$ cat src/rtl/stopwatch_display_scan_if.sv
// Bundle between the stopwatch counter chain and the display scanner.
// The master side supplies the counts and controls; the slave side drives the LED pins.
interface stopwatch_display_scan_if;
  logic [6:0] one_hundredth_sec_count;
  logic [6:0] sec_count;
  logic [6:0] min_count;
  logic       lap;
  logic       blank_leading;
  logic [6:0] seg;
  logic       dp;
  logic [5:0] an;
  logic       frozen;

  modport master (
    output one_hundredth_sec_count, sec_count, min_count, lap, blank_leading,
    input  seg, dp, an, frozen
  );

  modport slave (
    input  one_hundredth_sec_count, sec_count, min_count, lap, blank_leading,
    output seg, dp, an, frozen
  );
endinterface

$ cat src/rtl/stopwatch_display_scan.sv
// Converts the stopwatch counts to BCD and scans six 7-segment digits (MM.SS.hh).
// A lap pulse freezes the shown time while the counter chain keeps running.
module stopwatch_display_scan #(
  parameter int unsigned SCAN_DIV       = 50000,
  parameter int unsigned BLANK_CYC      = 500,
  parameter bit          SEG_ACTIVE_LOW = 1'b1,
  parameter bit          AN_ACTIVE_LOW  = 1'b1
) (
  input  logic                     clk,
  input  logic                     rst,
  stopwatch_display_scan_if.slave  bus
);

  localparam int unsigned CNT_W = 7;
  localparam int unsigned BCD_W = 4;
  localparam int unsigned SEG_W = 7;
  localparam int unsigned AN_W  = 6;
  localparam int unsigned PRE_W = (SCAN_DIV > 1) ? $clog2(SCAN_DIV) : 1;

  localparam logic [PRE_W-1:0] PRE_LAST  = PRE_W'(SCAN_DIV - 1);
  localparam logic [PRE_W-1:0] PRE_BLANK = PRE_W'(BLANK_CYC);
  localparam logic [SEG_W-1:0] SEG_OFF   = SEG_ACTIVE_LOW ? 7'h7F : 7'h00;
  localparam logic [AN_W-1:0]  AN_OFF    = AN_ACTIVE_LOW ? 6'h3F : 6'h00;
  localparam logic             DP_OFF    = SEG_ACTIVE_LOW;

  typedef enum logic [2:0] {
    DIG_HS_ONES  = 3'd0,
    DIG_HS_TENS  = 3'd1,
    DIG_SEC_ONES = 3'd2,
    DIG_SEC_TENS = 3'd3,
    DIG_MIN_ONES = 3'd4,
    DIG_MIN_TENS = 3'd5
  } digit_e;

  // Anything above 99 cannot be shown in two digits; clamp it.
  function automatic logic [CNT_W-1:0] sat99(input logic [CNT_W-1:0] v);
    return (v > CNT_W'(99)) ? CNT_W'(99) : v;
  endfunction

  // Lit-high segment pattern, bit 0 = a .. bit 6 = g; non-decimal codes stay dark.
  function automatic logic [SEG_W-1:0] font(input logic [BCD_W-1:0] d);
    logic [SEG_W-1:0] p;
    case (d)
      4'd0:    p = 7'h3F;
      4'd1:    p = 7'h06;
      4'd2:    p = 7'h5B;
      4'd3:    p = 7'h4F;
      4'd4:    p = 7'h66;
      4'd5:    p = 7'h6D;
      4'd6:    p = 7'h7D;
      4'd7:    p = 7'h07;
      4'd8:    p = 7'h7F;
      4'd9:    p = 7'h6F;
      default: p = 7'h00;
    endcase
    return p;
  endfunction

  function automatic digit_e next_digit(input digit_e d);
    digit_e n;
    case (d)
      DIG_HS_ONES:  n = DIG_HS_TENS;
      DIG_HS_TENS:  n = DIG_SEC_ONES;
      DIG_SEC_ONES: n = DIG_SEC_TENS;
      DIG_SEC_TENS: n = DIG_MIN_ONES;
      DIG_MIN_ONES: n = DIG_MIN_TENS;
      default:      n = DIG_HS_ONES;
    endcase
    return n;
  endfunction

  logic [CNT_W-1:0] hs_live_q, sec_live_q, min_live_q;
  logic [CNT_W-1:0] hs_snap_q, sec_snap_q, min_snap_q;
  logic [CNT_W-1:0] hs_snap_d, sec_snap_d, min_snap_d;
  logic             bl_live_q;
  logic             frozen_q, frozen_d;
  logic [PRE_W-1:0] presc_q, presc_d;
  digit_e           digit_q, digit_d;
  logic [SEG_W-1:0] seg_q, seg_d;
  logic             dp_q, dp_d;
  logic [AN_W-1:0]  an_q, an_d;

  logic [CNT_W-1:0] hs_src_c, sec_src_c, min_src_c, val_c;
  logic [BCD_W-1:0] bcd_c;
  logic [AN_W-1:0]  an_hot_c;
  logic             dp_sel_c, blank_c;

  // Lap toggles freeze; the snapshot is taken only when entering the frozen state.
  always_comb begin
    frozen_d   = frozen_q ^ bus.lap;
    hs_snap_d  = hs_snap_q;
    sec_snap_d = sec_snap_q;
    min_snap_d = min_snap_q;
    if (bus.lap && !frozen_q) begin
      hs_snap_d  = hs_live_q;
      sec_snap_d = sec_live_q;
      min_snap_d = min_live_q;
    end
  end

  // Select and convert the digit addressed by the scan index.
  always_comb begin
    hs_src_c  = frozen_q ? hs_snap_q  : hs_live_q;
    sec_src_c = frozen_q ? sec_snap_q : sec_live_q;
    min_src_c = frozen_q ? min_snap_q : min_live_q;
    val_c     = hs_src_c;
    case (digit_q)
      DIG_SEC_ONES, DIG_SEC_TENS: val_c = sec_src_c;
      DIG_MIN_ONES, DIG_MIN_TENS: val_c = min_src_c;
      default:                    val_c = hs_src_c;
    endcase
    val_c    = sat99(val_c);
    bcd_c    = digit_q[0] ? BCD_W'(val_c / CNT_W'(10)) : BCD_W'(val_c % CNT_W'(10));
    dp_sel_c = (digit_q == DIG_SEC_ONES) || (digit_q == DIG_MIN_ONES);
    blank_c  = (digit_q == DIG_MIN_TENS) && bl_live_q && (bcd_c == BCD_W'(0));
    an_hot_c = AN_W'(1) << digit_q;
  end

  // Prescaler/index stepping and the next registered pin values.
  always_comb begin
    presc_d = presc_q + PRE_W'(1);
    digit_d = digit_q;
    if (presc_q == PRE_LAST) begin
      presc_d = '0;
      digit_d = next_digit(digit_q);
    end

    an_d  = AN_OFF;
    seg_d = SEG_OFF;
    dp_d  = DP_OFF;
    if (presc_q >= PRE_BLANK) begin
      an_d = AN_ACTIVE_LOW ? ~an_hot_c : an_hot_c;
      if (!blank_c) begin
        seg_d = SEG_ACTIVE_LOW ? ~font(bcd_c) : font(bcd_c);
        if (dp_sel_c) begin
          dp_d = ~DP_OFF;
        end
      end
    end
  end

  always_ff @(posedge clk) begin
    if (rst) begin
      hs_live_q  <= '0;
      sec_live_q <= '0;
      min_live_q <= '0;
      bl_live_q  <= 1'b0;
      hs_snap_q  <= '0;
      sec_snap_q <= '0;
      min_snap_q <= '0;
      frozen_q   <= 1'b0;
      presc_q    <= '0;
      digit_q    <= DIG_HS_ONES;
      seg_q      <= SEG_OFF;
      dp_q       <= DP_OFF;
      an_q       <= AN_OFF;
    end else begin
      hs_live_q  <= bus.one_hundredth_sec_count;
      sec_live_q <= bus.sec_count;
      min_live_q <= bus.min_count;
      bl_live_q  <= bus.blank_leading;
      hs_snap_q  <= hs_snap_d;
      sec_snap_q <= sec_snap_d;
      min_snap_q <= min_snap_d;
      frozen_q   <= frozen_d;
      presc_q    <= presc_d;
      digit_q    <= digit_d;
      seg_q      <= seg_d;
      dp_q       <= dp_d;
      an_q       <= an_d;
    end
  end

  assign bus.seg    = seg_q;
  assign bus.dp     = dp_q;
  assign bus.an     = an_q;
  assign bus.frozen = frozen_q;

endmodule
$ cat src/flat_wrapper.sv
// flat-port wrapper written by rule: the top's interface ports become plain ports
module stopwatch_display_scan_flat 
#(
  parameter int unsigned SCAN_DIV       = 50000,
  parameter int unsigned BLANK_CYC      = 500,
  parameter bit          SEG_ACTIVE_LOW = 1'b1,
  parameter bit          AN_ACTIVE_LOW  = 1'b1
)
  (clk, rst, bus_one_hundredth_sec_count, bus_sec_count, bus_min_count, bus_lap, bus_blank_leading, bus_seg, bus_dp, bus_an, bus_frozen);
  stopwatch_display_scan_if bus_i ();
  input  logic clk;
  input  logic rst;
  input wire logic [$bits(bus_i.one_hundredth_sec_count)-1:0] bus_one_hundredth_sec_count;
  input wire logic [$bits(bus_i.sec_count)-1:0] bus_sec_count;
  input wire logic [$bits(bus_i.min_count)-1:0] bus_min_count;
  input wire logic [$bits(bus_i.lap)-1:0] bus_lap;
  input wire logic [$bits(bus_i.blank_leading)-1:0] bus_blank_leading;
  output wire logic [$bits(bus_i.seg)-1:0] bus_seg;
  output wire logic [$bits(bus_i.dp)-1:0] bus_dp;
  output wire logic [$bits(bus_i.an)-1:0] bus_an;
  output wire logic [$bits(bus_i.frozen)-1:0] bus_frozen;
  assign bus_i.one_hundredth_sec_count = bus_one_hundredth_sec_count;
  assign bus_i.sec_count = bus_sec_count;
  assign bus_i.min_count = bus_min_count;
  assign bus_i.lap = bus_lap;
  assign bus_i.blank_leading = bus_blank_leading;
  assign bus_seg = bus_i.seg;
  assign bus_dp = bus_i.dp;
  assign bus_an = bus_i.an;
  assign bus_frozen = bus_i.frozen;
  stopwatch_display_scan #(.SCAN_DIV(SCAN_DIV), .BLANK_CYC(BLANK_CYC), .SEG_ACTIVE_LOW(SEG_ACTIVE_LOW), .AN_ACTIVE_LOW(AN_ACTIVE_LOW)) u_core (.clk(clk), .rst(rst), .bus(bus_i));
endmodule
$ cat config.mk
export PLATFORM = sky130hd
export DESIGN_NAME = stopwatch_display_scan_flat
export DESIGN_NICKNAME = d
export VERILOG_FILES = /design/src/rtl/stopwatch_display_scan_if.sv /design/src/rtl/stopwatch_display_scan.sv /design/src/flat_wrapper.sv
export SDC_FILE = /design/constraint.sdc
export NUM_CORES = 1
export LEC_CHECK = 0
export ABC_AREA = 0
export CAP_MARGIN = 20
export CORE_UTILIZATION = 50
export DETAILED_ROUTE_END_ITERATION = 16
export PLACE_DENSITY = 0.72
export SLEW_MARGIN = 10
export SYNTH_ARGS = -nofsm -noshare
export SYNTH_HDL_FRONTEND = slang
export SYNTH_SLANG_ARGS = --single-unit
export TNS_END_PERCENT = 1
$ cat constraint.sdc
create_clock -name clk -period 7 [get_ports clk]
set_input_delay 1.75 -clock clk [delete_from_list [all_inputs] [get_ports clk]]
set_output_delay 1.75 -clock clk [all_outputs]
set_load 0.005 [all_outputs]
# Yosys cells after proc, flatten, opt, wreduce, memory -nomap -nowiden
# Memories as Yosys holds them, arrays and structs flattened.
# Index checks and enable logic that the tools add are counted.
[op_classes] n_eq_ne=6 add_sub_neg=1 magnitude_cmp=2 div_mod_pow=2 mux=10 bitwise=4 n_shift=1 n_reduce_logical=12
[ops] operator="two-way mux 7 bit" count=6
[ops] operator="adder 16 x 1 -> 16 bit (second input constant)" count=1
[ops] operator="equality test 16 bit (second input constant)" count=1
[ops] operator="greater-or-equal comparator 16 x 9 -> 1 bit (second input constant)" count=1
[ops] operator="one-hot mux 3 bit (5 select lines)" count=1
[ops] operator="one-hot mux 7 bit (2 select lines)" count=1
[ops] operator="OR reduction 2 bit" count=4
[ops] operator="divider 7 x 4 -> 7 bit (second input constant)" count=1
[ops] operator="> comparator 7 bit (second input constant)" count=1
[ops] operator="modulo 7 x 4 -> 7 bit (second input constant)" count=1
[ops] operator="inverter 7 bit" count=1
[ops] operator="equality test 3 x 2 -> 1 bit (second input constant)" count=2
[ops] operator="equality test 3 bit (second input constant)" count=2
[ops] operator="inverter 6 bit" count=1
[ops] operator="<< shifter 1 x 3 -> 6 bit (first input constant)" count=1
[ops] operator="zero test 4 bit" count=1
[ops] operator="two-way mux 4 bit" count=1
[ops] operator="equality test 3 x 1 -> 1 bit (second input constant)" count=1
[ops] operator="logical AND 1 bit" count=3
[ops] operator="zero test 3 bit" count=1
[ops] operator="OR reduction 3 bit" count=1
[ops] operator="zero test 1 bit" count=1
[ops] operator="logical OR 1 bit" count=1
[ops] operator="two-way mux 1 bit" count=1
[ops] operator="2 further kinds" count=2
[word_totals] regBits=77 mem_bits_ro=112 inputBits=25 memories=1 out_inout_bits=15 wordCells=52
[mem_list] memory="(no name shown)" words=16 word_bits=7 rd=1 rd_clocked_by_memory_dff=0 write_ports=0 line="stopwatch_display_scan.sv:43" source="case (d)"

# Longest topological paths before layout
# Gate-level depths: netlist of the first run.
[depth] depth_word=12 ltp_mapped=29 ltp_nobuf=27

# Worst setup path before layout of the first run
# OpenSTA, ideal clock, no wires.
[synth_path] path_type="reg2reg" start="register u_core.frozen_q, in the netlist u_core.bus.frozen" end="register u_core.seg_q[5], in the netlist u_core.bus.seg[5]" stages_incl_launch_ff=30 synth_period_minus_slack_ns=5.815 path_slack_ns=1.185 setup_time_ns=0.132 n_path_buf=2 required_time_ns=6.868 t_arrival_ns=5.683 path_cell_list="dfxtp_1 -> buf_2 -> mux2_2 -> and2_1 -> or2_1 -> clkbuf_1 -> a21oi_1 -> ha_1 -> inv_1 -> and3_1 -> o21a_1 -> a31oi_1 -> inv_1 -> ha_1 -> inv_1 -> a21o_1 -> nand3_1 -> and4_1 -> a211oi_1 -> ha_1 -> inv_1 -> o311ai_2 -> and2_1 -> or2_1 -> inv_2 -> ha_1 -> and4_1 -> a211oi_1 -> a41o_4 -> o311ai_1"
[synth_via] elab_chain_len=10 elab_cells_between_ends=16 classes_between="2 x div; 1 x order compare; 8 x mux; 1 x bitwise; 3 x reduce/logical; 1 x memory"
[synth_lines] item="start, declared" line="stopwatch_display_scan.sv:76" source="logic frozen_q, frozen_d;"
[synth_lines] item="start signal, assigned" line="stopwatch_display_scan.sv:165" source="frozen_q <= frozen_d;"
[synth_lines] item="two-way mux 7 bit (on tied branches)" line="stopwatch_display_scan.sv:103, stopwatch_display_scan.sv:104, stopwatch_display_scan.sv:105"
[synth_lines] item="one-hot mux 7 bit (2 select lines) (*)" line="stopwatch_display_scan.sv:107" source="case (digit_q)"
[synth_lines] item="> comparator 7 bit" line="stopwatch_display_scan.sv:37" source="return (v > CNT_W'(99)) ? CNT_W'(99) : v;"
[synth_lines] item="two-way mux 7 bit (*)" line="stopwatch_display_scan.sv:37"
[synth_lines] item="modulo 7 x 4 -> 7 bit or divider 7 x 4 -> 7 bit (tied branches)" line="stopwatch_display_scan.sv:113" source="bcd_c = digit_q[0] ? BCD_W'(val_c / CNT_W'(10)) : BCD_W'(val_c % CNT_W'(10));"
[synth_lines] item="two-way mux 4 bit (*)" line="stopwatch_display_scan.sv:113"
[synth_lines] item="memory (16 x 7 bit)"
[synth_lines] item="two-way mux 7 bit" line="stopwatch_display_scan.sv:133" source="if (!blank_c) begin"
[synth_lines] item="two-way mux 7 bit" line="stopwatch_display_scan.sv:131" source="if (presc_q >= PRE_BLANK) begin"
[synth_lines] item="inverter 7 bit" line="stopwatch_display_scan.sv:134" source="seg_d = SEG_ACTIVE_LOW ? ~font(bcd_c) : font(bcd_c);"
[synth_lines] item="end signal, assigned" line="stopwatch_display_scan.sv:168" source="seg_q <= seg_d;"
[synth_lines] item="end, declared" line="stopwatch_display_scan.sv:79" source="logic [SEG_W-1:0] seg_q, seg_d;"
# Every way passes the cells marked *; elsewhere a longest branch is shown, timed or not. The select of a mux whose other input is x is not followed.
# A chain may end at the register's enable or synchronous reset.

# Worst setup path after layout of the first run
# Same ends and word-level chain as after synthesis.

==> impl_metrics.yaml, run 1 <==
status:
  outcome: "finished, final reports clean"
power_and_ir_drop:
  p_per_area_nw_per_um2: 229.0
  irDropWorstVdd_mv: 0.1362
  p_sw_uw: 282.3
  p_int_uw: 754.0
  leakagePower_uw: 0.001736
  power_frac_seq_pct: 44.6
  comb_power_share_pct: 21.7
  swShare_pct: 27.24
  clkPwrFrac_pct: 33.6
  power.total_uw: 1036
clocking:
  cts_inserted_buffers: 9
  cts_tree: "yes"
  cts_num_sinks: 77
  insertion_delay_ps: 340
  h-tree-depth: 3
  cts_buffer_depth: 2
  clkTransAtPathRegs_ps: 80
  root_buffer: "clkbuf_8"
  ctsHoldBuffers: 0
critical_path:
  slowest_stage: "dfxtp_2"
  crit_type: "register to register"
  required_ps: 7210
  startpoint_type: "register"
  rr_worst_depth: 28
  cp_max_fo: 11
  reg2reg_slack_ps: 600
  max_stage_delay_ps: 500
  worstSetupEndpointType: "register"
  crit_arrival_ps: 6610
  rr_endpoint: "u_core.bus.seg[5]$_SDFF_PP1_"
  worstReg2RegStart: "u_core.bus.frozen$_SDFF_PP0_"
layout:
  layout-area-overhead-vs-synth_pct: 19.10
  design_area_sq_um: 4526
  fin_cells: 553
  nets: 485
  drive_gt1_share_pct: 9.031
  antenna_cells: 0
global_route:
  antenna_found_initial: 0
  overflow: 0
  track_usage_pct: 21.06
  grt_max_degree: 52
  grt_pass1_wl_um: 12950
  grt_pass1_vias: 2816
drt:
  dr.pass1.iters: 5
  drc_errors: 0
  wire_per_inst_um: 13.72
  dr_wl_met3_um: 290
  final_antenna_net_count: 0
  met2WireLength_um: 3582
  drt-initial-drc-count: 166
  vias: 2974
  routed.top_layer: "met4"
  drt-total-wl_um: 7586
  viasPerCell: 5.378
  wl_met1_um: 3630
run:
  drv_cap: 0
sta:
  fin_tns_setup_ps: 0
  rsz0062_at_grt: "no"
  setup_viol: 0
  fin_crit_sh_pct: 91.45
  timing_worst_slew_pin_value_ps: 660.3
  final.setup.worst_slack_ps: 598.2
  fmax_mhz: 156.2
  min_period_ps: 6402
  relSlewSlack_pct: 55.98
  slew_violations: 0
  hold_violations: 0
  finClkSkew_ps: 7.566
logic_synthesis:
  synth-edff-count: 0
  netlist_area_sq_um: 3800
  yosysUniqueCellTypes: 66
  synth_async_sr_flop_share_pct: 0
  synth-seq-cells: 77
  synth_cells: 412
  ys_warn_count: 0
  ys.flop_type: "dfxtp_1"
  syn-num-nets: 448
  avgSynthCellArea_sq_um: 9.223
  seq_area_frac_synth_pct: 40.57
floorplanning:
  rows: 31
  die_y_um: 89.18
  dieArea_sq_um: 7952
  die_w_um: 89.18
  io_pins: 40
  initial_core_util_pct: 52.11
  design.core.area_sq_um: 7292
place:
  place_worst_setup_slack_ps: 477.2
  gp_congestion: 0.9530
  dp.cells: 537
  dp_hpwl_um: 5503
  place_area_sq_um: 4294
  portBuffers: 39
min_path:
  min_to: "u_core.presc_q[0]$_SDFF_PP0_"
  hp-class: "register to register"
  min_path_cells: 1
  hp-start: "u_core.presc_q[0]$_SDFF_PP0_"
-- registers in the layout (all words and copies together) (netlist names) --
register and count:
u_core.hs_snap_q 7, u_core.min_snap_q 7, u_core.bus.seg 7, u_core.bus.dp 1, u_core.sec_snap_q 7, u_core.digit_q 3
u_core.bl_live_q 1, u_core.bus.frozen 1, u_core.min_live_q 7, u_core.presc_q 16, u_core.hs_live_q 7, u_core.sec_live_q 7
u_core.bus.an 6
-- cell type report --
cell class	instances	area, sq um
multi-input combinational	303	2146
fill	660	2766
tap	99	123.9
clock buffer	12	135.1
sequential	77	1544
timing repair buffer	45	455.4
inverter	13	48.80
clock inverter	4	72.57
-- worst max-delay path by stage --
| stage | startpoint | endpoint | slack [ps] |
|---|---|---|---|
| finish | u_core.bus.frozen$_SDFF_PP0_ | u_core.bus.seg[5]$_SDFF_PP1_ | 600 |
| global route | u_core.bus.frozen$_SDFF_PP0_ | u_core.bus.seg[5]$_SDFF_PP1_ | 30 |
| CTS | u_core.bus.frozen$_SDFF_PP0_ | u_core.bus.seg[5]$_SDFF_PP1_ | 430 |
| detailed placement | u_core.bus.frozen$_SDFF_PP0_ | u_core.bus.seg[5]$_SDFF_PP1_ | 480 |
| global placement | u_core.bus.frozen$_SDFF_PP0_ | u_core.bus.seg[5]$_SDFF_PP1_ | 750 |
| floorplan | u_core.bus.frozen$_SDFF_PP0_ | u_core.bus.seg[5]$_SDFF_PP1_ | 1190 |
-- Yosys cell counts, types with 3 or more instances --
cell	instances	area share (%)
nand3_1	15	2.0
a211oi_2	3	0.99
and4_1	3	0.69
nor2_1	56	5.5
o21ai_1	4	0.53
and3_1	6	0.99
inv_1	11	1.1
xnor2_1	5	1.2
and2_1	6	0.99
o21ai_0	7	0.92
nor4_1	3	0.49
nor3_1	7	0.92
dfxtp_1	77	41
nand2b_1	4	0.66
mux2_2	5	1.5
nand2_1	21	2.1
o22ai_1	5	0.82
ha_1	11	3.6
clkbuf_1	13	1.3
a211oi_1	3	0.59
mux2i_1	40	11
o211ai_1	3	0.59
mux2_1	3	0.89
a21oi_1	11	1.4
nor2b_1	24	4.0
nand4_1	6	0.99
a21o_1	4	0.79
xor2_1	8	1.8
-- critical path: cells and delay by family (launching register included) --
kind / cells / cell delay (ps)
AO/OA/AOI/OAI: 10 / 2360
AND/OR/NAND/NOR: 7 / 1490
adder cells (fa/ha/maj): 4 / 940
buffers and inverters: 6 / 720
flip-flops: 1 / 500
multiplexers: 1 / 250
-- routing by layer --
metal | up-vias | track usage (%)
li1 | 1527 | -
met1 | 1363 | 28.13
met2 | 77 | 33.31
met3 | 7 | 4.894
met4 | 0 | 7.792
met5 | - | 0
-- power by group through the flow --
stage	clock network, uW	logic (uW)	registers (uW)
floorplan	0	169	468
global placement	0	210	472
detailed placement	0	218	472
CTS	358	219	462
global route	382	248	464
finish	349	225	462
-- metrics by stage --
stage | hold slack, ps | utilization [%]
6_report | 468.0 | 62.06
2_1_floorplan | 430.0 | -
3_5_place_dp | 456.3 | 58.89
3_3_place_gp | 440.5 | 58.51
5_1_grt | 509.6 | 62.06
4_1_cts | 472.3 | 61.74
-- placed cells by master (no fill, tap or decap), types with 5 or more instances in the layout --
cell type,netlist,final
a21oi_1,11,11
and2_1,6,6
and3_1,6,6
buf_4,1,5
clkbuf_8,0,9
clkdlybuf4s50_1,0,39
dfxtp_1,77,75
ha_1,11,11
inv_1,11,11
mux2_2,5,5
mux2i_1,40,40
nand2_1,21,21
nand3_1,15,15
nand4_1,6,6
nor2_1,56,56
nor2b_1,24,24
nor3_1,7,7
o21ai_0,7,7
o22ai_1,5,5
xnor2_1,5,5
xor2_1,8,8
-- cell families after synthesis --
logic type,synth area share (%)
xor+xnor,3.425
simple gates,21.86
fa+ha+maj,3.622
compound gates,13.50
buf+inv,3.524
flops,40.57
mux,13.50
-- timing repair --
action,CTS,global route
setup buffers,0,0
endpoints found under the setup margin,0,6
gates resized for setup,0,4
endpoints found under the hold margin,0,0
(Power assumes the default switching activity.)
==> run 2, diff against run 1 <==
ABC_AREA = 1   (was 0)
==> run 2 against run 1 <==
Effect of this change:
- sequential cell count stayed put
- final cell count is 23% higher
- register-to-register slack better by 1200 ps
- via count up 11%
- critical path depth rose by 6
- die area rose by 2.3%
- routed wire length up 3.2%
- area after synthesis increased by 2.3%
- design area grew 0.58%
- utilization down 0.30 points
==> impl_metrics.yaml, run 2 <==
status:
  outcome: "finished, final reports clean"
global_route:
  grt_pass1_vias: 3106
  overflow: 0
  antenna_found_initial: 0
  grt_max_degree: 30
  track_usage_pct: 20.06
  grt_pass1_wl_um: 13360
layout:
  drive_gt1_share_pct: 12.69
  layout_common_cells: "105 x nor2_1, 97 x nand2_1, 77 x dfxtp_1"
  nets: 615
  largest_reg_flops: 16
  design_area_sq_um: 4552
  fin_cells: 682
  finish.utilization_pct: 61.77
  layout-area-overhead-vs-synth_pct: 17.09
  final_common_cell: "nor2_1"
  antenna_cells: 0
  nFillCells: 696
  largest-register: "u_core.presc_q"
drt:
  viasPerCell: 4.824
  drt-total-wl_um: 7825
  vias: 3290
  wire_per_inst_um: 11.47
  final_antenna_net_count: 0
  drc_errors: 0
  drt-initial-drc-count: 183
  dr.pass1.iters: 5
logic_synthesis:
  ys_warn_count: 0
  ys.flop_type: "dfxtp_1"
  syn-num-nets: 579
  netlist_top_cells_count: "105 x nor2_1, 97 x nand2_1, 77 x dfxtp_1, 67 x inv_1, 28 x o21ai_0"
  synth_top_cell_area_share_pct: 39.65
  synth_async_sr_flop_share_pct: 0
  seq_area_frac_synth_pct: 39.65
  yosys.cell_count.top_type: "nor2_1"
  synth-seq-cells: 77
  synth_cells: 543
  yosys.area.top_type: "dfxtp_1"
  synth.area.top_cells: "dfxtp_1 40%, nor2_1 10%, nand2_1 9.4%, inv_1 6.5%, nand3_2 3.9%"
  avgSynthCellArea_sq_um: 7.159
  synth-edff-count: 0
  netlist_area_sq_um: 3887
  yosysUniqueCellTypes: 38
critical_path:
  max_stage_delay_ps: 880
  worstSetupEndpointType: "register"
  reg2reg_slack_ps: 1800
  cp_max_fo: 26
  required_ps: 7230
  slowest_stage: "dfxtp_1"
  rr_worst_depth: 34
  worstReg2RegStart: "u_core.bus.frozen$_SDFF_PP0_"
  startpoint_type: "register"
  crit_path_frequent_cell: "nand2_2"
  rr_endpoint: "u_core.bus.seg[5]$_SDFF_PP1_"
  crit_type: "register to register"
  crit_arrival_ps: 5430
power_and_ir_drop:
  p_int_uw: 786.2
  swShare_pct: 33.63
  irDropWorstVdd_mv: 0.1204
  p_per_area_nw_per_um2: 260.2
  leakagePower_uw: 0.002064
  p_sw_uw: 398.4
  power_frac_seq_pct: 39.8
  clkPwrFrac_pct: 31.1
  power.total_uw: 1185
  comb_power_share_pct: 29.1
min_path:
  min_path_cells: 2
  min_to: "u_core.sec_snap_q[4]$_SDFFE_PP0P_"
  hp-class: "register to register"
  hp-start: "u_core.sec_snap_q[4]$_SDFFE_PP0P_"
floorplanning:
  rows: 31
  dieArea_sq_um: 8132
  die_y_um: 90.18
  io_pins: 40
  design.core.area_sq_um: 7370
  initial_core_util_pct: 52.75
  die_w_um: 90.18
clocking:
  cts_num_sinks: 77
  h-tree-depth: 3
  post_cts_buffers: 0
  cts_inserted_buffers: 9
  cts_buffer_depth: 2
  root_buffer: "clkbuf_8"
  cts_tree: "yes"
  insertion_delay_ps: 340
  ctsHoldBuffers: 0
  clkTransAtPathRegs_ps: 80
  cts_resized: 0
sta:
  fin_tns_setup_ps: 0
  rsz0062_at_grt: "no"
  setup_viol: 0
  slew_violations: 0
  relSlewSlack_pct: 42.97
  min_period_ps: 5200
  fin_crit_sh_pct: 74.29
  timing_worst_slew_pin_value_ps: 854.3
  hold_violations: 0
  fmax_mhz: 192.3
  finClkSkew_ps: 6.997
place:
  dp_hpwl_um: 5733
  dp.cells: 667
  gp_congestion: 0.8964
  place_area_sq_um: 4338
  portBuffers: 39
run:
  drv_cap: 0
[run 2: cell types whose count changed after synthesis, sizes merged, moves of 5 or more]
cell    before  now
nand2       21  121
o22ai        5    0
and2         6    1
and3         6    0
nor2b       24    0
mux2i       40    0
nand3       15   41
inv         13   74
mux2         8    0
o21ai       11   33
a211oi       6    1
nor2        56  111
xor2         9    3
a21oi       11   19
[run 2: routing by layer]
metal | vias to the layer above | wire length, um | global-route usage (%)
met1 | 1458 | 3894 | 25.61
li1 | 1774 | - | -
met5 | - | 0 | 0
met3 | 9 | 206 | 3.384
met2 | 49 | 3622 | 33.65
met4 | 0 | 102 | 7.930
[run 2: critical path: cells and delay by family, from the launching register on]
kind / cells / cell delay (ps)
simple gates: 22 / 2070
flops: 1 / 880
fa+ha+maj: 4 / 810
buf+inv: 6 / 670
compound gates: 2 / 650
[run 2: per-stage QoR]
| step | hold WS (ps) | setup slack (ps) |
|---|---|---|
| 6_report | 461.9 | 1800 |
| 5_1_grt | 488.1 | 1284 |
| 4_1_cts | 458.2 | 1822 |
| 3_5_place_dp | 446.4 | 1835 |
| 3_3_place_gp | 441.9 | 2108 |
| 2_1_floorplan | 430.0 | 2827 |
[run 2: logic make-up (layout without fill, tap and decap cells)]
family          count (synthesis)  in the layout  share of synthesized area [%]
compound gates                 63             63                          9.109
xor+xnor                        4              4                         0.9014
fa+ha+maj                      11             11                          3.540
buf+inv                        89            129                          9.044
flops                          77             77                          39.65
simple gates                  299            299                          37.75
[run 2: power groups by stage]
stage / Clock (uW) / Combinational, uW / Sequential [uW]
2_1_floorplan: 0 / 286 / 474
3_3_place_gp: 0 / 335 / 481
3_5_place_dp: 0 / 344 / 481
4_1_cts: 374 / 345 / 471
5_1_grt: 391 / 386 / 474
6_report: 368 / 345 / 472
[run 2: how the worst max path moves through the flow]
stage / start / end / slack, ps / cells after the start
final: u_core.bus.frozen$_SDFF_PP0_ / u_core.bus.seg[5]$_SDFF_PP1_ / 1800 / 34
after global routing: u_core.bus.frozen$_SDFF_PP0_ / u_core.bus.seg[3]$_SDFF_PP1_ / 1280 / 36
after CTS: u_core.bus.frozen$_SDFF_PP0_ / u_core.bus.seg[3]$_SDFF_PP1_ / 1820 / 36
after detailed placement: u_core.bus.frozen$_SDFF_PP0_ / u_core.bus.seg[3]$_SDFF_PP1_ / 1830 / 36
after global placement: u_core.bus.frozen$_SDFF_PP0_ / u_core.bus.seg[3]$_SDFF_PP1_ / 2110 / 36
after floorplan: u_core.bus.frozen$_SDFF_PP0_ / u_core.bus.seg[3]$_SDFF_PP1_ / 2830 / 38
[run 2: cell type report]
cell class	instances	area, sq um	share of cell area [%]
tap	99	123.9	2.721
sequential	77	1541	33.86
timing repair buffer	40	397.9	8.741
clock buffer	11	141.4	3.106
multi-input combinational	377	1994	43.82
clock inverter	4	72.57	1.594
inverter	74	280.3	6.157
==> run 3, diff against run 2 <==
clock period = 5.4 ns   (was 7 ns; I/O delays follow)
==> run 3 against run 2 <==
Effect of this change:
- hold slack better by 9.0 ps
- highest routed layer unchanged
- via count up 2.0%
- non-clock buffer count up 1
==> impl_metrics.yaml, run 3 (synthesis results as in run 2) <==
drt:
  drc_errors: 0
  drt-initial-drc-count: 160
  viasPerCell: 4.905
  final_antenna_net_count: 0
  vias: 3355
  dr.pass1.iters: 5
  wire_per_inst_um: 11.32
  drt-total-wl_um: 7740
power_and_ir_drop:
  irDropWorstVdd_mv: 0.1426
  power.total_uw: 1448
  p_per_area_nw_per_um2: 320.3
  leakagePower_uw: 0.002054
layout:
  antenna_cells: 0
  nets: 616
  drive_gt1_share_pct: 12.99
  layout-area-overhead-vs-synth_pct: 16.32
  design_area_sq_um: 4522
  multi_input_area_sq_um: 1994
  regArea_sq_um: 1541
  layout_common_cells: "105 x nor2_1, 97 x nand2_1, 77 x dfxtp_1"
  nFillCells: 690
  largest_reg_flops: 16
  largest-register: "u_core.presc_q"
  final_common_cell: "nor2_1"
global_route:
  grt_max_degree: 30
  overflow: 0
  antenna_found_initial: 0
  grt_pass1_wl_um: 13550
  track_usage_pct: 20.44
  grt_pass1_vias: 3125
critical_path:
  slowest_stage: "dfxtp_1"
  cp_max_fo: 11
  startpoint_type: "register"
  max_stage_delay_ps: 570
  crit_type: "register to register"
  required_ps: 5640
  worstSetupEndpointType: "register"
  crit_arrival_ps: 4970
clocking:
  cts_inserted_buffers: 9
  cts_buffer_depth: 2
  cts_resized: 0
  post_cts_buffers: 0
  root_buffer: "clkbuf_8"
  h-tree-depth: 3
  cts_num_sinks: 77
  insertion_delay_ps: 350
  cts_tree: "yes"
  ctsHoldBuffers: 0
  clkTransAtPathRegs_ps: 80
sta:
  finClkSkew_ps: 6.769
  setup_viol: 0
  hold_violations: 0
  fin_tns_setup_ps: 0
  slew_violations: 0
  timing_worst_slew_pin_value_ps: 686.7
  fin_crit_sh_pct: 87.63
  fmax_mhz: 211.3
  rsz0062_at_grt: "no"
  relSlewSlack_pct: 53.62
  min_period_ps: 4732
floorplanning:
  die_y_um: 90.18
  dieArea_sq_um: 8132
  io_pins: 40
  initial_core_util_pct: 52.75
  rows: 31
  design.core.area_sq_um: 7370
  die_w_um: 90.18
place:
  gp_congestion: 0.8551
  dp_hpwl_um: 5749
  place_area_sq_um: 4345
  portBuffers: 39
run:
  drv_cap: 0
min_path:
  hp-class: "register to register"
status:
  outcome: "finished, final reports clean"
-- run 3: routing by layer --
metal | track usage, % | up-vias | part of all wire (%)
met5 | 0 | - | 0
met4 | 9.543 | 0 | 1.9
met3 | 3.469 | 12 | 3.7
met2 | 33.27 | 65 | 46
met1 | 26.34 | 1501 | 49
li1 | - | 1777 | -
-- run 3: path summary, 6_finish.rpt --
| kind | from | to | slack, ps | depth (start not counted) |
|---|---|---|---|---|
| worst min-delay path | u_core.sec_snap_q[2]$_SDFFE_PP0P_ | u_core.sec_snap_q[2]$_SDFFE_PP0P_ | 470 | 2 |
| worst max register to register | u_core.digit_q[0]$_SDFFE_PP0P_ | u_core.bus.seg[3]$_SDFF_PP1_ | 670 | 38 |
| worst max-delay path | u_core.digit_q[0]$_SDFFE_PP0P_ | u_core.bus.seg[3]$_SDFF_PP1_ | 670 | 38 |
| worst min register to register | u_core.sec_snap_q[2]$_SDFFE_PP0P_ | u_core.sec_snap_q[2]$_SDFFE_PP0P_ | 470 | 2 |
-- run 3: per-stage QoR --
| stage | instances | util, % | hold WS [ps] | setup WS [ps] |
|---|---|---|---|---|
| global placement | 668 | 58.96 | 442.1 | 964.1 |
| detailed placement | 668 | 58.96 | 451.5 | 693.3 |
| finish | 684 | 61.36 | 470.8 | 668.1 |
| global route | 684 | 61.36 | 495.2 | 165.4 |
| floorplan | 543 | - | 430.0 | 1227 |
| CTS | 684 | 61.36 | 462.8 | 684.9 |
-- run 3: critical path: cells and delay by family, from the launching register on --
kind,cells,cell delay (ps)
fa+ha+maj,4,860
flops,1,570
buf+inv,5,310
simple gates,29,2880
-- run 3: power by group --
| part | switching (uW) | total, uW | internal, uW |
|---|---|---|---|
| registers | 13.4 | 606 | 593 |
| logic | 297 | 455 | 159 |
| clock network | 206 | 387 | 180 |
-- run 3: cell type report --
| cell class | instances | share of cell area [%] |
|---|---|---|
| multi-input combinational | 377 | 44.11 |
| sequential | 77 | 34.09 |
| tap | 99 | 2.739 |
| clock inverter | 5 | 0.7748 |
| inverter | 74 | 6.198 |
| clock buffer | 11 | 3.127 |
| timing repair buffer | 41 | 8.965 |
